<file path="src/rtl/uart_pkg.sv">
`default_nettype none
// ============================================================================
//  Module      : uart_pkg
//  Description : Shared receiver state encoding and per-frame status record.
//  Revision    : 1.0 - initial release
// ============================================================================
package uart_pkg;

    typedef enum logic [2:0] {
        ST_IDLE       = 3'd0,
        ST_START      = 3'd1,
        ST_DATA       = 3'd2,
        ST_PARITY     = 3'd3,
        ST_STOP       = 3'd4,
        ST_PUSH       = 3'd5,
        ST_BREAK_WAIT = 3'd6
    } rx_state_t;

    // 'break' is a reserved word, hence brk
    typedef struct packed {
        logic brk;
        logic frame_err;
        logic parity_err;
    } rx_status_t;

endpackage : uart_pkg
`default_nettype wire

</file>
<file path="src/rtl/uart_sync_fifo.sv">
`default_nettype none
// ============================================================================
//  Module      : uart_sync_fifo
//  Description : First-word-fall-through FIFO with registered overflow pulse.
//  Revision    : 1.0 - initial release
// ============================================================================
module uart_sync_fifo #(
    parameter int WIDTH = 11,
    parameter int DEPTH = 4
) (
    input  logic                       clk,
    input  logic                       reset,
    input  logic                       wr_en,
    input  logic [WIDTH-1:0]           wr_data,
    input  logic                       rd_en,
    output logic [WIDTH-1:0]           rd_data,
    output logic                       valid,
    output logic                       overflow,
    output logic [$clog2(DEPTH+1)-1:0] level
);

    localparam int c_PTR_W = $clog2(DEPTH);
    localparam int c_LVL_W = $clog2(DEPTH + 1);
    localparam logic [c_LVL_W-1:0] c_FULL = c_LVL_W'(DEPTH);

    logic [WIDTH-1:0]   r_mem [DEPTH];
    logic [c_PTR_W-1:0] r_wr_ptr;
    logic [c_PTR_W-1:0] r_rd_ptr;
    logic [c_LVL_W-1:0] r_count;
    logic               r_overflow;

    logic w_empty;
    logic w_full;
    logic w_rd;
    logic w_wr;

    assign w_empty = (r_count == '0);
    assign w_full  = (r_count == c_FULL);
    assign w_rd    = rd_en & ~w_empty;
    // a pop in the same cycle frees the slot, so a full FIFO still accepts
    assign w_wr    = wr_en & (~w_full | w_rd);

    always_ff @(posedge clk) begin
        if (w_wr) begin
            r_mem[r_wr_ptr] <= wr_data;
        end
    end

    always_ff @(posedge clk or posedge reset) begin
        if (reset) begin
            r_wr_ptr   <= '0;
            r_rd_ptr   <= '0;
            r_count    <= '0;
            r_overflow <= 1'b0;
        end else begin
            r_overflow <= wr_en & ~w_wr;
            if (w_wr) begin
                r_wr_ptr <= r_wr_ptr + c_PTR_W'(1);
            end
            if (w_rd) begin
                r_rd_ptr <= r_rd_ptr + c_PTR_W'(1);
            end
            case ({w_wr, w_rd})
                2'b10:   r_count <= r_count + c_LVL_W'(1);
                2'b01:   r_count <= r_count - c_LVL_W'(1);
                default: r_count <= r_count;
            endcase
        end
    end

    assign rd_data  = w_empty ? '0 : r_mem[r_rd_ptr];
    assign valid    = ~w_empty;
    assign overflow = r_overflow;
    assign level    = r_count;

endmodule : uart_sync_fifo
`default_nettype wire

</file>
<file path="src/rtl/uart_rx_fifo.sv">
`default_nettype none
// ============================================================================
//  Module      : uart_rx_fifo
//  Description : Oversampled UART receiver with majority-vote bit recovery,
//                parity/framing/break detection and a FWFT frame buffer.
//  Revision    : 1.0 - initial release
// ============================================================================
module uart_rx_fifo
    import uart_pkg::*;
#(
    parameter int DATA_WIDTH   = 8,
    parameter int OVERSAMPLING = 16,
    parameter int FIFO_DEPTH   = 4
) (
    input  logic                            clk,
    input  logic                            reset,
    input  logic                            rx,
    input  logic                            parity_en,
    input  logic                            parity_type,
    input  logic                            stop2,
    output logic [DATA_WIDTH-1:0]           m_data,
    output logic                            m_parity_err,
    output logic                            m_frame_err,
    output logic                            m_break,
    output logic                            m_valid,
    input  logic                            m_ready,
    output logic                            overrun,
    output logic [$clog2(FIFO_DEPTH+1)-1:0] fifo_level
);

    localparam int c_CNT_W   = $clog2(OVERSAMPLING);
    localparam int c_BIT_W   = $clog2(DATA_WIDTH);
    localparam int c_ENTRY_W = DATA_WIDTH + 3;
    localparam logic [c_CNT_W-1:0] c_VOTE_A   = c_CNT_W'(OVERSAMPLING / 2 - 1);
    localparam logic [c_CNT_W-1:0] c_VOTE_B   = c_CNT_W'(OVERSAMPLING / 2);
    localparam logic [c_CNT_W-1:0] c_VOTE_C   = c_CNT_W'(OVERSAMPLING / 2 + 1);
    localparam logic [c_CNT_W-1:0] c_CNT_MAX  = c_CNT_W'(OVERSAMPLING - 1);
    localparam logic [c_BIT_W-1:0] c_LAST_BIT = c_BIT_W'(DATA_WIDTH - 1);

    rx_state_t             r_state;
    rx_state_t             w_next;
    logic [1:0]            r_sync;
    logic [c_CNT_W-1:0]    r_cnt;
    logic                  r_samp_a;
    logic                  r_samp_b;
    logic [c_BIT_W-1:0]    r_bit_idx;
    logic [DATA_WIDTH-1:0] r_data;
    logic                  r_par_bit;
    logic                  r_stop_idx;
    logic                  r_stop1;
    logic                  r_par_en;
    logic                  r_par_type;
    logic                  r_stop2;
    rx_status_t            r_status;

    logic                  w_rxs;
    logic                  w_vote_now;
    logic                  w_vote;
    logic                  w_wrap;
    logic                  w_first_stop;
    logic                  w_push;
    rx_status_t            w_status;
    rx_status_t            w_head_status;
    logic [c_ENTRY_W-1:0]  w_head;

    assign w_rxs      = r_sync[1];
    assign w_vote_now = (r_cnt == c_VOTE_C);
    assign w_wrap     = (r_cnt == c_CNT_MAX);
    assign w_vote     = (r_samp_a & r_samp_b) | (r_samp_a & w_rxs) | (r_samp_b & w_rxs);

    // Status as it would stand if the current stop vote were the last one
    assign w_first_stop        = r_stop_idx ? r_stop1 : w_vote;
    assign w_status.brk        = (r_data == '0) && !(r_par_en && r_par_bit) && !w_first_stop;
    assign w_status.frame_err  = ~w_vote | ~w_first_stop;
    assign w_status.parity_err = r_par_en & (^r_data ^ r_par_bit ^ r_par_type);

    always_ff @(posedge clk or posedge reset) begin
        if (reset) begin
            r_sync  <= 2'b11;
            r_state <= ST_IDLE;
        end else begin
            r_sync  <= {r_sync[0], rx};
            r_state <= w_next;
        end
    end

    always_comb begin
        w_next = r_state;
        w_push = 1'b0;
        case (r_state)
            ST_IDLE: begin
                if (!w_rxs) w_next = ST_START;
            end
            ST_START: begin
                if (w_vote_now && w_vote) w_next = ST_IDLE;
                else if (w_wrap)          w_next = ST_DATA;
            end
            ST_DATA: begin
                if (w_wrap && (r_bit_idx == c_LAST_BIT)) w_next = r_par_en ? ST_PARITY : ST_STOP;
            end
            ST_PARITY: begin
                if (w_wrap) w_next = ST_STOP;
            end
            ST_STOP: begin
                // leave mid-bit so a back-to-back start edge is seen from IDLE
                if (w_vote_now && (r_stop_idx == r_stop2)) w_next = ST_PUSH;
            end
            ST_PUSH: begin
                w_push = 1'b1;
                w_next = r_status.brk ? ST_BREAK_WAIT : ST_IDLE;
            end
            ST_BREAK_WAIT: begin
                if (w_rxs) w_next = ST_IDLE;
            end
            default: w_next = ST_IDLE;
        endcase
    end

    always_ff @(posedge clk or posedge reset) begin
        if (reset) begin
            r_cnt      <= '0;
            r_samp_a   <= 1'b1;
            r_samp_b   <= 1'b1;
            r_bit_idx  <= '0;
            r_data     <= '0;
            r_par_bit  <= 1'b0;
            r_stop_idx <= 1'b0;
            r_stop1    <= 1'b1;
            r_par_en   <= 1'b0;
            r_par_type <= 1'b0;
            r_stop2    <= 1'b0;
            r_status   <= '0;
        end else begin
            if ((r_state == ST_IDLE) || (r_state == ST_PUSH) ||
                (r_state == ST_BREAK_WAIT) || w_wrap) begin
                r_cnt <= '0;
            end else begin
                r_cnt <= r_cnt + c_CNT_W'(1);
            end
            if (r_cnt == c_VOTE_A) r_samp_a <= w_rxs;
            if (r_cnt == c_VOTE_B) r_samp_b <= w_rxs;

            case (r_state)
                ST_IDLE: begin
                    r_bit_idx  <= '0;
                    r_stop_idx <= 1'b0;
                    if (!w_rxs) begin
                        r_par_en   <= parity_en;
                        r_par_type <= parity_type;
                        r_stop2    <= stop2;
                    end
                end
                ST_DATA: begin
                    if (w_vote_now) r_data <= {w_vote, r_data[DATA_WIDTH-1:1]};
                    if (w_wrap)     r_bit_idx <= r_bit_idx + c_BIT_W'(1);
                end
                ST_PARITY: begin
                    if (w_vote_now) r_par_bit <= w_vote;
                end
                ST_STOP: begin
                    if (w_vote_now) begin
                        r_stop_idx <= 1'b1;
                        r_stop1    <= w_first_stop;
                        r_status   <= w_status;
                    end
                end
                default: ;
            endcase
        end
    end

    uart_sync_fifo #(
        .WIDTH (c_ENTRY_W),
        .DEPTH (FIFO_DEPTH)
    ) u_fifo (
        .clk      (clk),
        .reset    (reset),
        .wr_en    (w_push),
        .wr_data  ({r_status, r_data}),
        .rd_en    (m_ready),
        .rd_data  (w_head),
        .valid    (m_valid),
        .overflow (overrun),
        .level    (fifo_level)
    );

    assign {w_head_status, m_data} = w_head;
    assign m_break      = w_head_status.brk;
    assign m_frame_err  = w_head_status.frame_err;
    assign m_parity_err = w_head_status.parity_err;

endmodule : uart_rx_fifo
`default_nettype wire

</file>
<file path="config.mk">
export PLATFORM = sky130hd
export DESIGN_NAME = uart_rx_fifo
export DESIGN_NICKNAME = d
export VERILOG_FILES = /design/src/rtl/uart_pkg.sv /design/src/rtl/uart_sync_fifo.sv /design/src/rtl/uart_rx_fifo.sv
export SDC_FILE = /design/constraint.sdc
export NUM_CORES = 1
export LEC_CHECK = 0
export ABC_CLOCK_PERIOD_IN_PS = 2600
export CAP_MARGIN = 10
export CELL_PAD_IN_SITES_DETAIL_PLACEMENT = 0
export CELL_PAD_IN_SITES_GLOBAL_PLACEMENT = 1
export CORE_MARGIN = 5
export CORE_UTILIZATION = 30
export CTS_CLUSTER_DIAMETER = 100
export DETAILED_ROUTE_END_ITERATION = 6
export HOLD_SLACK_MARGIN = 0.02
export PLACE_DENSITY = 0.52
export SYNTH_ARGS = -nofsm -noshare
export SYNTH_HDL_FRONTEND = slang
export SYNTH_SLANG_ARGS = --single-unit
</file>
<file path="constraint.sdc">
create_clock -name clk -period 2.6 [get_ports clk]
set_clock_uncertainty 0.1 [all_clocks]
set_input_delay 0.78 -clock clk [delete_from_list [all_inputs] [get_ports clk]]
set_output_delay 0.78 -clock clk [all_outputs]
set_load 0.02 [all_outputs]
</file>
==> results list, run 1 <==
* Number of nets with antenna violations after detailed routing: 0
- Startpoint of the most critical register-to-register path: r_state[2]$_DFFE_PP0P_
- For this run, asynchronously set or reset flops after synthesis account for 0.470.
- STA classifies the critical path startpoint as a flip-flop.
* Worst setup path start: u_fifo.r_rd_ptr[0]$_DFFE_PP0N_
* Setup slack, reg-to-reg: 0.45 ns
- For this run, the post-layout net count is approximately 350.
- After routing the design area is 0.00488 mm2.
- The max-slew violation count was 0.
* Net Count, Synth: 310
* Wire length of the first global-routing pass: 13100 um
* Largest fanout on the critical path: 4
- Once placement finished, the instance area stood at 0.00448 mm2.
* Final weighted congestion in routability-driven placement: 0.704
* CP top delay family: multiplexers
- The critical path ends at m_data[1].
* Critical path buffer and inverter count: 2
* Syn. warnings: 0
* EDFF count, synth: 44
- Once placement completed, the tool counted placed cells totaling 487.
* Leftover overflow at the end of global routing: 0
- For this design the ratio of total power to cell area is about 1100 mW/mm2.
- Clock tree root buffer cell: sky130_fd_sc_hd__clkbuf_16
- Antenna violations before repair: 0
- Using the TritonRoute via totals, the vias-per-cell ratio works out to 4.63.
- Number of top-level pins: 23
- Of the available clock period, the critical path in the final layout requires 0.989.
- The floorplan step defined a core boundary enclosing 0.0127 mm2.
- The analysis attributes to cell leakage a power of 1.92 nW.
- Of the cells placed in the final design, the portion with a size suffix greater than 1 is 0.268.
- Post-synthesis instance area: just under 0.004 mm2
- Critical path capture point type: output pin
- Max-slew headroom at the worst pin: 0.642
- Number of antenna cells inserted: 0
* Die area: approximately 0.015 mm2
- After clock tree synthesis, the clock-pin slew on the worst setup and hold paths is about 0.060 ns.
- Counting the buffers created by CTS gives 9.
- The critical path runs through a total of 4 cells.
* Total GRT Usage: 0.107
* Post-route minimum period: 2.57 ns
- In the synthesized netlist, the number of instances is 289.
- For the worst flop-to-flop path, the logic depth is 6.
- Maximum achievable frequency: about 390 MHz
- Max-cap violations in this run came to 0.
- Max incr delay on CP: between 0.4 and 0.5 ns
- The tree built by TritonCTS fans out to 83 sinks.
* Avg Inst Size Synth: 13.6 um2
- For the worst setup path, the data required time is approximately 1.7 ns.
* Maximum level of the CTS H-tree: 3
- Dominant register cell in the synthesized netlist: sky130_fd_sc_hd__edfxtp_1
- Max clock buf depth: 2
- TritonCTS built the clock tree.
* Run status: completed
* Number of input and output port buffers inserted: 22
- The initialized floorplan defines 41 standard-cell rows.
- In this run the critical register-to-register path is captured at u_fifo.level[2]$_DFFE_PP0P_.
* Slew at the pin with the worst max-slew slack: 0.531 ns
- The die is around 120 um tall.
- Final HPWL DP: 5280 um
- Setup repair after global routing could not meet its margin everywhere.
* Number of search-and-repair iterations in the first detailed-routing pass: 4
* Initial cell density of the core: 0.308
- Total power: 5.42 mW
- The worst setup path is of the flip-flop to output pin kind.
- Later-pin clock latency in the skew report: 0.33 ns
- For this run, the number of standard cells in the final layout without fillers is 504.
- The critical path goes through clkbuf_16 > mux4_2 > and2_4 > buf_6.
- Remaining DRCs: 0
* Count of endpoints failing setup in the final report: 0
- Via count: 2336
* Vias in the first global route: around 2400
- Hold repair after CTS inserted 0 buffers.
* CP max stage cell: sky130_fd_sc_hd__mux4_2
- Entering global routing, the biggest net connects 40 pins.
* Worst VDD drop: 0.000356 V
- Compared with the post-synthesis result, the final layout area differs by 24.4%.
- The routed design has between 7000 and 8000 um of wire.
* Number of fill cells in the layout: 1290
- The floorplan step set the die width to 124 um.
- Routed wirelength normalized by instance count: 15.3 um
* Worst min-delay path class: flip-flop to flip-flop
* Drt first-iter violations: 124
- The number of hold-slack violations in the final timing report came to 0.
- The number of setup buffers added after CTS is 0.
- At the worst endpoint, the arrival time is 1.69 ns.
- Number of distinct standard cells referenced by the synthesized netlist: 58
- Synthesized flop and latch total: 83
- Sequential share of the synthesized area: 0.588
## cell usage after synthesis, types with 7 or more instances
cell type,n,area (um2)
sky130_fd_sc_hd__xnor2_1,12,105
sky130_fd_sc_hd__nand2_1,14,52.6
sky130_fd_sc_hd__a21oi_1,10,50.1
sky130_fd_sc_hd__nand3_1,7,35.0
sky130_fd_sc_hd__ha_1,13,163
sky130_fd_sc_hd__mux2i_1,7,70.1
sky130_fd_sc_hd__mux2_2,7,78.8
sky130_fd_sc_hd__nor2_1,15,56.3
sky130_fd_sc_hd__dfrtp_1,34,851
sky130_fd_sc_hd__mux4_2,11,248
sky130_fd_sc_hd__and2_1,15,93.8
sky130_fd_sc_hd__edfxtp_1,44,1320
sky130_fd_sc_hd__o21ai_0,9,45.0
sky130_fd_sc_hd__inv_1,21,78.8
## kinds of logic after synthesis
logic type,after synthesis,share of synthesized area
fa+ha+maj,15,0.0492
xor+xnor,14,0.0313
simple gates,77,0.117
mux,27,0.108
compound gates,39,0.0677
buf+inv,34,0.0389
flops,83,0.588
## layout by cell type, fill, tap and decap left out, drive strengths merged, types with 2 or more instances in the layout
master / netlist / routed
mux2: 9 / 9
mux4: 11 / 11
a31oi: 2 / 2
a22oi: 2 / 2
a21o: 3 / 3
nor3: 4 / 4
nand3b: 3 / 3
mux2i: 7 / 7
nor2: 16 / 16
nor2b: 2 / 2
a221oi: 2 / 2
xnor2: 12 / 12
dfstp: 5 / 5
nand3: 8 / 8
inv: 21 / 22
bufinv: 0 / 2
clkbuf: 4 / 10
nand4: 3 / 3
dfrtp: 34 / 34
edfxtp: 44 / 44
nand2: 15 / 15
clkdlybuf4s50: 0 / 10
buf: 9 / 28
xor2: 2 / 2
and3b: 2 / 2
clkinv: 0 / 4
and2: 15 / 15
ha: 13 / 13
o21ai: 10 / 10
or3: 2 / 2
a21oi: 10 / 10
o31ai: 2 / 2
## timing repair
| item | CTS | global route |
|---|---|---|
| endpoints found under the setup margin | 12 | 11 |
| gates resized for setup | 46 | 34 |
| pin swaps | 0 | 3 |
| cloned | 0 | 1 |
## where the power goes
| group | internal, mW | switching [mW] |
|---|---|---|
| Combinational | 1.18 | 1.06 |
| Sequential | 1.63 | 0.182 |
| Clock | 0.848 | 0.527 |
## flip-flops by register name (all words and copies together) (netlist names), 2 cells and up
| register | count |
|---|---|
| u_fifo.r_mem | 44 |
| u_fifo.r_wr_ptr | 2 |
| r_data | 8 |
| u_fifo.level | 3 |
| r_status | 3 |
| r_bit_idx | 3 |
| r_state | 3 |
| r_cnt | 4 |
| r_sync | 2 |
| u_fifo.r_rd_ptr | 2 |
## layer usage
metal | wire length [um] | up-vias | track usage
met5 | 0 | - | 0
met3 | 228 | 6 | 0.0313
met1 | 3680 | 1168 | 0.139
li1 | - | 1126 | -
met2 | 3740 | 36 | 0.169
met4 | 70 | 0 | 0.0387
## worst register-to-register path, stage by stage (launching register included)
cell and delay [ns]:
sky130_fd_sc_hd__dfrtp_1 0.56, sky130_fd_sc_hd__nand3b_4 0.25, sky130_fd_sc_hd__nand3_1 0.12, sky130_fd_sc_hd__fa_1 0.39, sky130_fd_sc_hd__or3_1 0.39, sky130_fd_sc_hd__a31oi_1 0.18, sky130_fd_sc_hd__nand2_1 0.06
## stage by stage
stage	hold slack, ns	setup WS (ns)	TNS, ns	util
after global routing	0.264	-0.0249	-0.164	0.383
after detailed placement	0.249	-0.0317	-0.146	0.352
after floorplan	0.245	0.132	0	-
final	0.257	0.0282	0	0.383
after CTS	0.258	-0.0362	-0.112	0.374
after global placement	0.247	-0.0199	-0.172	0.352
## cell type report
cell class                 count  area, um2  share of cell area
timing repair buffer          40        464              0.0952
tap                          172        215              0.0441
clock buffer                   9        225              0.0462
inverter                      21       78.8              0.0162
sequential                    83       2300               0.472
multi-input combinational    172       1490               0.306
clock inverter                 7       98.8              0.0203
## worst min path at each step
stage	from	end	slack [ns]	depth (start not counted)
2_1_floorplan	r_sync[0]$_DFF_PP1_	r_sync[1]$_DFF_PP1_	0.25	0
6_report	r_sync[0]$_DFF_PP1_	r_sync[1]$_DFF_PP1_	0.26	0
5_1_grt	r_sync[0]$_DFF_PP1_	r_sync[1]$_DFF_PP1_	0.26	0
4_1_cts	r_sync[0]$_DFF_PP1_	r_sync[1]$_DFF_PP1_	0.26	0
3_5_place_dp	r_sync[0]$_DFF_PP1_	r_sync[1]$_DFF_PP1_	0.25	0
3_3_place_gp	r_sync[0]$_DFF_PP1_	r_sync[1]$_DFF_PP1_	0.25	0
Power figures use the tool's default switching activity.
==> run 2: changes to the inputs <==
--- a/config.mk
+++ b/config.mk
@@ -6,7 +6,7 @@
 export NUM_CORES = 1
 export LEC_CHECK = 0
 export ABC_CLOCK_PERIOD_IN_PS = 2600
-export CAP_MARGIN = 10
+export CAP_MARGIN = 20
 export CELL_PAD_IN_SITES_DETAIL_PLACEMENT = 0
 export CELL_PAD_IN_SITES_GLOBAL_PLACEMENT = 1
 export CORE_MARGIN = 5
==> results of run 2 <==
No change in the layout: final DEF, timing and power equal those of run 1.
==> run 3: changes to the inputs <==
--- a/config.mk
+++ b/config.mk
@@ -18,3 +18,4 @@
 export SYNTH_ARGS = -nofsm -noshare
 export SYNTH_HDL_FRONTEND = slang
 export SYNTH_SLANG_ARGS = --single-unit
+export TNS_END_PERCENT = 100
==> results of run 3 <==
No change in the layout: final DEF, timing and power equal those of run 1.
